==> src/rtl/m_gate_sweeper_pkg.sv <==
// Shared definitions for the gate sweeper and its golden model.
//   - Gate bit positions in the 7-bit gate vector (AND..XNOR).
//   - Sweeper state encoding.
//   - Number of operand combinations swept.
package p_gate_sweep;

  localparam int GATE_AND    = 0;
  localparam int GATE_NAND   = 1;
  localparam int GATE_OR     = 2;
  localparam int GATE_NOR    = 3;
  localparam int GATE_NOT    = 4;
  localparam int GATE_XOR    = 5;
  localparam int GATE_XNOR   = 6;
  localparam int NUM_GATES   = 7;
  localparam int NUM_VECTORS = 4;

  typedef enum logic [1:0] {
    ST_IDLE   = 2'd0,
    ST_DRIVE  = 2'd1,
    ST_SAMPLE = 2'd2,
    ST_DONE   = 2'd3
  } state_t;

endpackage

==> src/rtl/m_gate_golden.sv <==
// Combinational reference model of the two-input gate block.
// Ports:
//   a_i      - operand A
//   b_i      - operand B (ignored by the NOT gate)
//   golden_o - expected gate outputs, bit order from p_gate_sweep
module m_gate_golden
  import p_gate_sweep::*;
(
  input  logic                 a_i,
  input  logic                 b_i,
  output logic [NUM_GATES-1:0] golden_o
);

  always_comb begin
    golden_o            = '0;
    golden_o[GATE_AND]  = a_i & b_i;
    golden_o[GATE_NAND] = ~(a_i & b_i);
    golden_o[GATE_OR]   = a_i | b_i;
    golden_o[GATE_NOR]  = ~(a_i | b_i);
    golden_o[GATE_NOT]  = ~a_i;
    golden_o[GATE_XOR]  = a_i ^ b_i;
    golden_o[GATE_XNOR] = ~(a_i ^ b_i);
  end

endmodule

==> src/rtl/m_gate_sweeper.sv <==
// Stimulus/capture stage for the two-input gate block. Walks the operand
// pair through 00,01,10,11, holds each for SETTLE_CYCLES cycles, samples the
// seven gate outputs and accumulates a sticky per-gate mismatch mask.
// Ports:
//   i_clk, i_rst_n - clock (rising edge), async active-low reset
//   i_start        - begin a sweep (only looked at in IDLE)
//   i_abort        - cancel a sweep in DRIVE/SAMPLE
//   i_gate         - gate block outputs (AND,NAND,OR,NOR,NOT,XOR,XNOR)
//   o_bit1/o_bit2  - operands A/B driven to the gate block
//   o_vec_idx      - current vector index
//   o_busy/o_done  - sweep in progress / one-cycle completion pulse
//   o_pass         - last completed sweep was clean
//   o_fail_mask    - sticky per-gate mismatch
module m_gate_sweeper
  import p_gate_sweep::*;
#(
  parameter int SETTLE_CYCLES = 2
) (
  input  logic                 i_clk,
  input  logic                 i_rst_n,
  input  logic                 i_start,
  input  logic                 i_abort,
  input  logic [NUM_GATES-1:0] i_gate,
  output logic                 o_bit1,
  output logic                 o_bit2,
  output logic [1:0]           o_vec_idx,
  output logic                 o_busy,
  output logic                 o_done,
  output logic                 o_pass,
  output logic [NUM_GATES-1:0] o_fail_mask
);

  localparam logic [3:0] SETTLE_LAST = 4'(SETTLE_CYCLES - 1);
  localparam logic [1:0] LAST_VEC    = 2'(NUM_VECTORS - 1);

  state_t               state_q, state_d;
  logic [3:0]           cnt_q, cnt_d;
  logic [1:0]           vec_q, vec_d;
  logic                 bit1_q, bit1_d;
  logic                 bit2_q, bit2_d;
  logic [NUM_GATES-1:0] mask_q, mask_d;
  logic                 pass_q, pass_d;
  logic [NUM_GATES-1:0] golden;
  logic [1:0]           vec_inc;

  // Golden values come from the registered operands, i.e. exactly what the
  // gate block is seeing during this vector's window.
  m_gate_golden u_golden (
    .a_i      (bit1_q),
    .b_i      (bit2_q),
    .golden_o (golden)
  );

  assign vec_inc = vec_q + 2'd1;

  always_comb begin
    state_d = state_q;
    cnt_d   = cnt_q;
    vec_d   = vec_q;
    bit1_d  = bit1_q;
    bit2_d  = bit2_q;
    mask_d  = mask_q;
    pass_d  = pass_q;

    unique case (state_q)
      ST_IDLE: begin
        // Start beats a simultaneous abort simply because abort is not
        // examined here.
        if (i_start) begin
          state_d = ST_DRIVE;
          cnt_d   = '0;
          vec_d   = '0;
          bit1_d  = 1'b0;
          bit2_d  = 1'b0;
          mask_d  = '0;
          pass_d  = 1'b0;
        end
      end
      ST_DRIVE: begin
        if (i_abort) begin
          state_d = ST_IDLE;
        end else begin
          cnt_d = cnt_q + 4'd1;
          if (cnt_q == SETTLE_LAST) begin
            state_d = ST_SAMPLE;
          end
        end
      end
      ST_SAMPLE: begin
        // Abort discards this cycle's compare.
        if (i_abort) begin
          state_d = ST_IDLE;
        end else begin
          mask_d = mask_q | (i_gate ^ golden);
          if (vec_q == LAST_VEC) begin
            state_d = ST_DONE;
          end else begin
            state_d = ST_DRIVE;
            cnt_d   = '0;
            vec_d   = vec_inc;
            bit1_d  = vec_inc[1];
            bit2_d  = vec_inc[0];
          end
        end
      end
      ST_DONE: begin
        pass_d  = (mask_q == '0);
        state_d = ST_IDLE;
      end
      default: state_d = ST_IDLE;
    endcase
  end

  always_ff @(posedge i_clk or negedge i_rst_n) begin
    if (!i_rst_n) begin
      state_q <= ST_IDLE;
      cnt_q   <= '0;
      vec_q   <= '0;
      bit1_q  <= 1'b0;
      bit2_q  <= 1'b0;
      mask_q  <= '0;
      pass_q  <= 1'b0;
    end else begin
      state_q <= state_d;
      cnt_q   <= cnt_d;
      vec_q   <= vec_d;
      bit1_q  <= bit1_d;
      bit2_q  <= bit2_d;
      mask_q  <= mask_d;
      pass_q  <= pass_d;
    end
  end

  assign o_bit1      = bit1_q;
  assign o_bit2      = bit2_q;
  assign o_vec_idx   = vec_q;
  assign o_busy      = (state_q != ST_IDLE);
  assign o_done      = (state_q == ST_DONE);
  assign o_pass      = pass_q;
  assign o_fail_mask = mask_q;

endmodule

==> config.mk <==
export PLATFORM = sky130hd
export DESIGN_NAME = m_gate_sweeper
export DESIGN_NICKNAME = d
export VERILOG_FILES = /design/src/rtl/m_gate_sweeper_pkg.sv /design/src/rtl/m_gate_golden.sv /design/src/rtl/m_gate_sweeper.sv
export SDC_FILE = /design/constraint.sdc
export NUM_CORES = 1
export LEC_CHECK = 0
export CORE_ASPECT_RATIO = 0.75
export CORE_MARGIN = 1.5
export CORE_UTILIZATION = 42
export CTS_CLUSTER_DIAMETER = 40
export DETAILED_ROUTE_END_ITERATION = 6
export PLACE_DENSITY = 0.85
export SLEW_MARGIN = 40
export SYNTH_ARGS = -nofsm -noshare
export SYNTH_HDL_FRONTEND = slang
export SYNTH_SLANG_ARGS = --single-unit
==> constraint.sdc <==
create_clock -name i_clk -period 1.45 [get_ports i_clk]
set_clock_uncertainty 0.05 [all_clocks]
set_input_delay 0.2175 -clock i_clk [delete_from_list [all_inputs] [get_ports i_clk]]
set_output_delay 0.2175 -clock i_clk [all_outputs]
set_load 0.05 [all_outputs]
# Word level (Yosys, flattened, before mapping)
# Index checks and enable logic that the tools add are counted.
dict set report op_classes {
  add_sub_neg 2
  n_eq_ne 10
  n_mux 26
  bitwise_logic 9
  n_reduce_logical 11
}
# operator n
set ops {}
lappend ops {{2-bit 2-to-1 mux} 8}
lappend ops {{4-bit 2-to-1 mux} 4}
lappend ops {{7-bit 2-to-1 mux} 2}
lappend ops {{7-bit one-hot mux with 2 select lines} 1}
lappend ops {{4-bit one-hot mux with 3 select lines} 1}
lappend ops {{2-bit != test (second input constant)} 4}
lappend ops {{2-bit one-hot mux with 4 select lines} 1}
lappend ops {{7-bit logical NOT} 1}
lappend ops {{7-bit bitwise OR} 1}
lappend ops {{7-bit bitwise XOR} 1}
lappend ops {{2-bit == test (second input constant)} 3}
lappend ops {{1-bit one-hot mux with 2 select lines} 3}
lappend ops {{2-bit nonzero test} 3}
lappend ops {{1-bit 2-to-1 mux} 5}
lappend ops {{5-bit AND reduction} 1}
lappend ops {{4-bit by 1-bit adder with 4-bit output (second input constant)} 1}
lappend ops {{4-bit by 1-bit == test with 1-bit output (second input constant)} 1}
lappend ops {{1-bit NOT} 4}
lappend ops {{2-bit one-hot mux with 2 select lines} 1}
lappend ops {{2-bit AND reduction} 2}
lappend ops {{4-bit AND reduction} 1}
lappend ops {{3-bit != test (second input constant)} 1}
lappend ops {{3-bit AND reduction} 1}
lappend ops {{3-bit nonzero test} 1}
lappend ops {{other kinds (6)} 6}
dict set report totals {
  reg_bits 18
  input_bits 11
  out_inout_bits 14
  wordCells 65
}

# Depth between registers and ports, before layout
dict set report logic_depth {
  word_depth 6
  depth_mapped 5
  ltp_nobuf 5
}

# Modules after synthesis
# From an unflattened synthesis, not the netlist that was laid out.
dict set report unflattened {
  hier_cells 97
  hier_area_um2 1019.7
}
# module instances cells_per_inst area_each_um2 seq_area_each_um2
set modules_own_cells {}
lappend modules_own_cells {m_gate_sweeper 1 88 950.9 400.4}
lappend modules_own_cells {m_gate_golden 1 9 68.8 0.0}

# Worst setup path before layout
# No wires, ideal clock.
dict set report synth_path {
  path_type {register -> register}
  startpoint {reg vec_q[1], in the netlist o_vec_idx[1]}
  endpoint {reg bit2_q, in the netlist o_bit2}
  setup_time_ps 125
  arrival_ps 1593
  required_ps 1275
  setup_slack_ps -317
  path_stages_with_launch 5
  path_buffers 0
  period_less_slack_ps 1767
  path_cell_list {dfrtp_1 > ha_1 > nor4b_2 > nor2_1 > mux2_2}
}
dict set report synth_via {
  elab_chain_len 3
}
# item line
set synth_lines {}
lappend synth_lines {{from (decl)} m_gate_sweeper.sv:38} ;# logic [1:0] vec_q, vec_d;
lappend synth_lines {{from (signal assigned)} m_gate_sweeper.sv:126} ;# vec_q <= vec_d;
lappend synth_lines {{2-bit == test} m_gate_sweeper.sv:95} ;# if (vec_q == LAST_VEC) begin
lappend synth_lines {{2-bit != test (no source line)} n/a}
lappend synth_lines {{4-bit AND reduction (no source line)} n/a}
lappend synth_lines {{to (signal assigned)} m_gate_sweeper.sv:128} ;# bit2_q <= bit2_d;
lappend synth_lines {{to (decl)} m_gate_sweeper.sv:40} ;# logic bit2_q, bit2_d;
# No other way between the ends.
# A chain may end at the register's enable or synchronous reset.

# Worst setup path after layout
dict set report layout_path {
  startpoint {reg state_q[0]}
  endpoint {out o_busy}
}
dict set report layout_via {
  elab_chain_len 1
}
# item line
set layout_lines {}
lappend layout_lines {{from (decl)} m_gate_sweeper.sv:36} ;# state_t state_q, state_d;
lappend layout_lines {{from (signal assigned)} m_gate_sweeper.sv:124} ;# state_q <= state_d;
lappend layout_lines {{2-bit nonzero test} m_gate_sweeper.sv:137} ;# assign o_busy = (state_q != ST_IDLE);
lappend layout_lines {{to (decl)} m_gate_sweeper.sv:27} ;# output logic o_busy,
# No other way between the ends.

==> report_table.html <==
<table>
<tr><th>Metric</th><th>Value</th></tr>
<tr><th colspan="2">Outcome</th></tr>
<tr><td>Run status</td><td>finished with violations</td></tr>
<tr><td>Failing checks</td><td>negative setup slack</td></tr>
<tr><th colspan="2">Critical path</th></tr>
<tr><td>Critical path data arrival time</td><td>1.20 ns</td></tr>
<tr><td>Crit path from</td><td>state_q[0]</td></tr>
<tr><td>Critical path's top delay family</td><td>flip-flops</td></tr>
<tr><td>Largest driver fanout on the critical path</td><td>7</td></tr>
<tr><td>CP cell instances</td><td>or2_4, buf_12</td></tr>
<tr><td>Type of element launching the critical path</td><td>flop</td></tr>
<tr><td>Worst setup EP type</td><td>output pin</td></tr>
<tr><td>Critical path destination</td><td>o_busy</td></tr>
<tr><td>Largest stage delay on the critical path</td><td>0.47 ns</td></tr>
<tr><td>Crit Path Category</td><td>reg2out</td></tr>
<tr><td>Cell with the largest stage delay on the worst path</td><td>dfrtp_2</td></tr>
<tr><td>Worst reg-to-reg setup slack</td><td>0 ns</td></tr>
<tr><td>Sum of buffers and inverters on the critical path</td><td>1</td></tr>
<tr><td>Depth of the critical timing path with buffers and inverters included</td><td>2</td></tr>
<tr><td>Worst flop-to-flop path startpoint</td><td>state_q[0]</td></tr>
<tr><td>Cells on worst reg2reg path</td><td>4</td></tr>
<tr><td>Crit path required time</td><td>1.18 ns</td></tr>
<tr><td>Worst R2R End</td><td>o_bit2</td></tr>
<tr><th colspan="2">Global routing</th></tr>
<tr><td>Global-route wire length before repair</td><td>4180 um</td></tr>
<tr><td>Maximum number of pins on one net before global-route repair</td><td>17</td></tr>
<tr><td>Remaining Overflow, GRT</td><td>0</td></tr>
<tr><td>Antenna violations before repair</td><td>0</td></tr>
<tr><td>Number of global-route vias before repair</td><td>845</td></tr>
<tr><td>GRT Overall Usage</td><td>22.7%</td></tr>
<tr><th colspan="2">Detailed routing</th></tr>
<tr><td>DR WL/cell</td><td>16.5 um</td></tr>
<tr><td>Drt total wl</td><td>2580 um</td></tr>
<tr><td>Number of DRC violations after detailed routing</td><td>0</td></tr>
<tr><td>Total iterations of the first detailed-routing run</td><td>4</td></tr>
<tr><td>Number of design-rule violations left by the first detailed-router iteration</td><td>21</td></tr>
<tr><td>Total via count after detailed routing</td><td>853</td></tr>
<tr><td>Antenna Nets Post-Route</td><td>0</td></tr>
<tr><td>Mean number of vias per cell</td><td>5.47</td></tr>
<tr><th colspan="2">Timing</th></tr>
<tr><td>Setup-violating endpoint count in the final report</td><td>2</td></tr>
<tr><td>Final Critical Period</td><td>1.47 ns</td></tr>
<tr><td>Max Freq</td><td>681 MHz</td></tr>
<tr><td>RSZ-0062 raised after global routing</td><td>true</td></tr>
<tr><td>Share of the clock period used by the worst path</td><td>101%</td></tr>
<tr><td>Max-slew violation count</td><td>0</td></tr>
<tr><td>Worst slew margin relative to its limit</td><td>81.4%</td></tr>
<tr><td>Number of hold violations in the final report</td><td>0</td></tr>
<tr><td>Setup TNS</td><td>-0.0213 ns</td></tr>
<tr><td>Setup ws final</td><td>-0.0175 ns</td></tr>
<tr><td>Slew at the pin with the worst max-slew slack</td><td>0.279 ns</td></tr>
<tr><th colspan="2">Synthesis</th></tr>
<tr><td>Leading post-synthesis cells by instance count</td><td>dfrtp_1 (16), a21oi_1 (9), nor2_1 (9), nand2b_1 (6)</td></tr>
<tr><td>Top cells by area in the synthesized netlist</td><td>dfrtp_1 (42%), ha_1 (6.6%), a21oi_1 (4.8%)</td></tr>
<tr><td>Cell type with the highest aggregate area in the netlist</td><td>dfrtp_1</td></tr>
<tr><td>Number of enable-type register cells in the synthesized netlist</td><td>0</td></tr>
<tr><td>Post-synthesis instance area</td><td>947 sq um</td></tr>
<tr><td>Async set-or-reset flop fraction in the synthesized netlist</td><td>100%</td></tr>
<tr><td>Prevailing post-synth register cell</td><td>dfrtp_1</td></tr>
<tr><td>Gate count after technology mapping</td><td>92</td></tr>
<tr><td>Most repeated cell in the gate-level netlist after synthesis</td><td>dfrtp_1</td></tr>
<tr><td>Synthesis Warnings</td><td>0</td></tr>
<tr><td>Top cell type's share of synthesized area</td><td>42.3%</td></tr>
<tr><td>Synthesized area divided by synthesized cell count</td><td>10.3 sq um</td></tr>
<tr><td>Flops &amp; latches, synth</td><td>16</td></tr>
<tr><td>Number of nets in the synthesized netlist</td><td>108</td></tr>
<tr><td>Cell variety after synth</td><td>35</td></tr>
<tr><td>Proportion of synthesized chip area in sequential cells</td><td>42.3%</td></tr>
<tr><th colspan="2">Finish</th></tr>
<tr><td>Final Instance Count excl. Fillers</td><td>156</td></tr>
<tr><td>Share of final-layout standard cells stronger than drive strength 1</td><td>40.2%</td></tr>
<tr><td>Count of nets after finishing</td><td>149</td></tr>
<tr><td>Area growth from synthesis to layout</td><td>65.4%</td></tr>
<tr><td>Antenna Cells</td><td>0</td></tr>
<tr><td>Design area</td><td>1570 sq um</td></tr>
<tr><th colspan="2">Floorplanning</th></tr>
<tr><td>Cell Rows</td><td>14</td></tr>
<tr><td>DIE HEIGHT</td><td>44.1 um</td></tr>
<tr><td>Top-level port count</td><td>25</td></tr>
<tr><td>Core Region</td><td>2070 sq um</td></tr>
<tr><td>Initial Util</td><td>45.8%</td></tr>
<tr><td>Overall die width</td><td>57.8 um</td></tr>
<tr><td>Overall die area</td><td>2550 sq um</td></tr>
<tr><th colspan="2">Placed design</th></tr>
<tr><td>Number of port buffers</td><td>24</td></tr>
<tr><td>Weighted congestion reported at the end of routability-driven placement</td><td>0.847</td></tr>
<tr><td>Area post-placement</td><td>1430 sq um</td></tr>
<tr><td>Placed instance count</td><td>144</td></tr>
<tr><td>Half-perimeter wire length after detailed placement</td><td>1760 um</td></tr>
<tr><th colspan="2">Power</th></tr>
<tr><td>Portion of total power attributed to combinational logic</td><td>58.6%</td></tr>
<tr><td>Share of total power consumed by net switching</td><td>40.5%</td></tr>
<tr><td>Clock network fraction of total power</td><td>12.1%</td></tr>
<tr><td>Reported net switching power</td><td>1030 uW</td></tr>
<tr><td>Design Power</td><td>2530 uW</td></tr>
<tr><td>Portion of total power attributed to sequential cells</td><td>29.3%</td></tr>
<tr><td>Leakage power summed over all cells</td><td>0.000695 uW</td></tr>
<tr><td>Cell Int Power</td><td>1510 uW</td></tr>
<tr><td>VDD IR-drop max</td><td>955 uV</td></tr>
<tr><td>Power per cell area</td><td>1620 nW/um^2</td></tr>
<tr><th colspan="2">Clock tree</th></tr>
<tr><td>Worst skew pair latency</td><td>0.30 ns</td></tr>
<tr><td>Clock input transition at the sequential cells of the worst setup and hold paths</td><td>0.10 ns</td></tr>
<tr><td>TritonCTS Buffers</td><td>3</td></tr>
<tr><td>Buffers from clock root to sink, at most</td><td>2</td></tr>
<tr><td>Clock root buffer</td><td>clkbuf_4</td></tr>
<tr><td>CTS tree</td><td>done</td></tr>
<tr><td>Maximum level of the CTS H-tree</td><td>1</td></tr>
<tr><td>Count of clock tree sinks</td><td>16</td></tr>
<tr><th colspan="2">Hold path</th></tr>
<tr><td>Classification of the worst-slack hold path</td><td>in2async</td></tr>
<tr><th colspan="2">Run</th></tr>
<tr><td>Maxcap violations</td><td>0</td></tr>
</table>
[sequential cells by signal (all words and copies together) (netlist names)]
signal	flops
o_pass	1
state_q	2
o_vec_idx	1
cnt_q	4
o_bit2	1
o_fail_mask	7
[power by group through the flow]
stage                     logic [uW]  clock network, uW  registers, uW
after CTS                       1400                312            738
after global placement          1230                  0            759
final                           1480                307            741
after detailed placement        1260                  0            769
after floorplan                  635                  0            834
after global routing            1580                326            760
[worst min path at each step]
stage	from	endpoint	slack, ns	cells after the start
final	i_rst_n	o_fail_mask[5]	0.17	2
after global routing	i_rst_n	o_fail_mask[5]	0.18	2
after CTS	i_rst_n	o_fail_mask[4]	0.17	2
after detailed placement	i_rst_n	o_fail_mask[4]	0.50	2
after global placement	i_rst_n	cnt_q[0]	0.51	2
after floorplan	i_rst_n	cnt_q[0]	-0.13	0
[area by class of cell]
type	count	area, sq um
fill	122	500
timing repair buffer	41	523
sequential	16	405
clock buffer	4	36.3
tap	24	30.0
inverter	3	11.3
multi-input combinational	68	561
[metal layers]
layer	GRT usage [%]	vias to the layer above	wire [um]
met5	0	-	0
met4	10.2	0	84
met3	6.73	11	103
met2	35.9	24	1250
met1	29.0	420	1140
li1	-	398	-
[cells by family after synthesis]
| kind of cell | Yosys count | synth area share [%] |
|---|---|---|
| AND/OR/NAND/NOR | 37 | 25.5 |
| flip-flops | 16 | 42.3 |
| AO/OA/AOI/OAI | 15 | 9.91 |
| XOR/XNOR | 9 | 8.32 |
| buffers and inverters | 8 | 5.15 |
| adder cells (fa/ha/maj) | 5 | 6.61 |
| multiplexers | 2 | 2.25 |
[per-stage QoR]
stage,worst slack (ns),util [%],hold slack (ns)
2_1_floorplan,-0.0458,-,-0.128
3_3_place_gp,-0.188,69.1,0.506
3_5_place_dp,-0.320,69.1,0.503
4_1_cts,-0.0180,73.5,0.174
5_1_grt,-0.0500,75.8,0.183
6_report,-0.0175,75.8,0.172
[layout by cell type (no fill, tap or decap), types with 3 or more instances in the layout]
master	Yosys	layout
dfrtp_2	0	4
buf_12	0	14
buf_6	1	4
a21oi_1	9	8
clkdlybuf4s50_1	0	10
dfrtp_1	16	12
buf_4	3	13
nor2_1	9	8
xnor2_1	4	4
ha_1	5	3
nand2b_1	6	6
xor2_1	5	5
clkbuf_4	0	3
o2bb2ai_1	3	3
inv_1	3	3
[timing repair]
item                                   in CTS  in global routing
buffers inserted                            5                  3
endpoints found under the hold margin       0                  0
setup endpoints to repair                   9                 12
pin swaps                                   2                  4
gates resized for setup                     6                  8
hold buffers                                0                  0
Power figures use the tool's default switching activity.
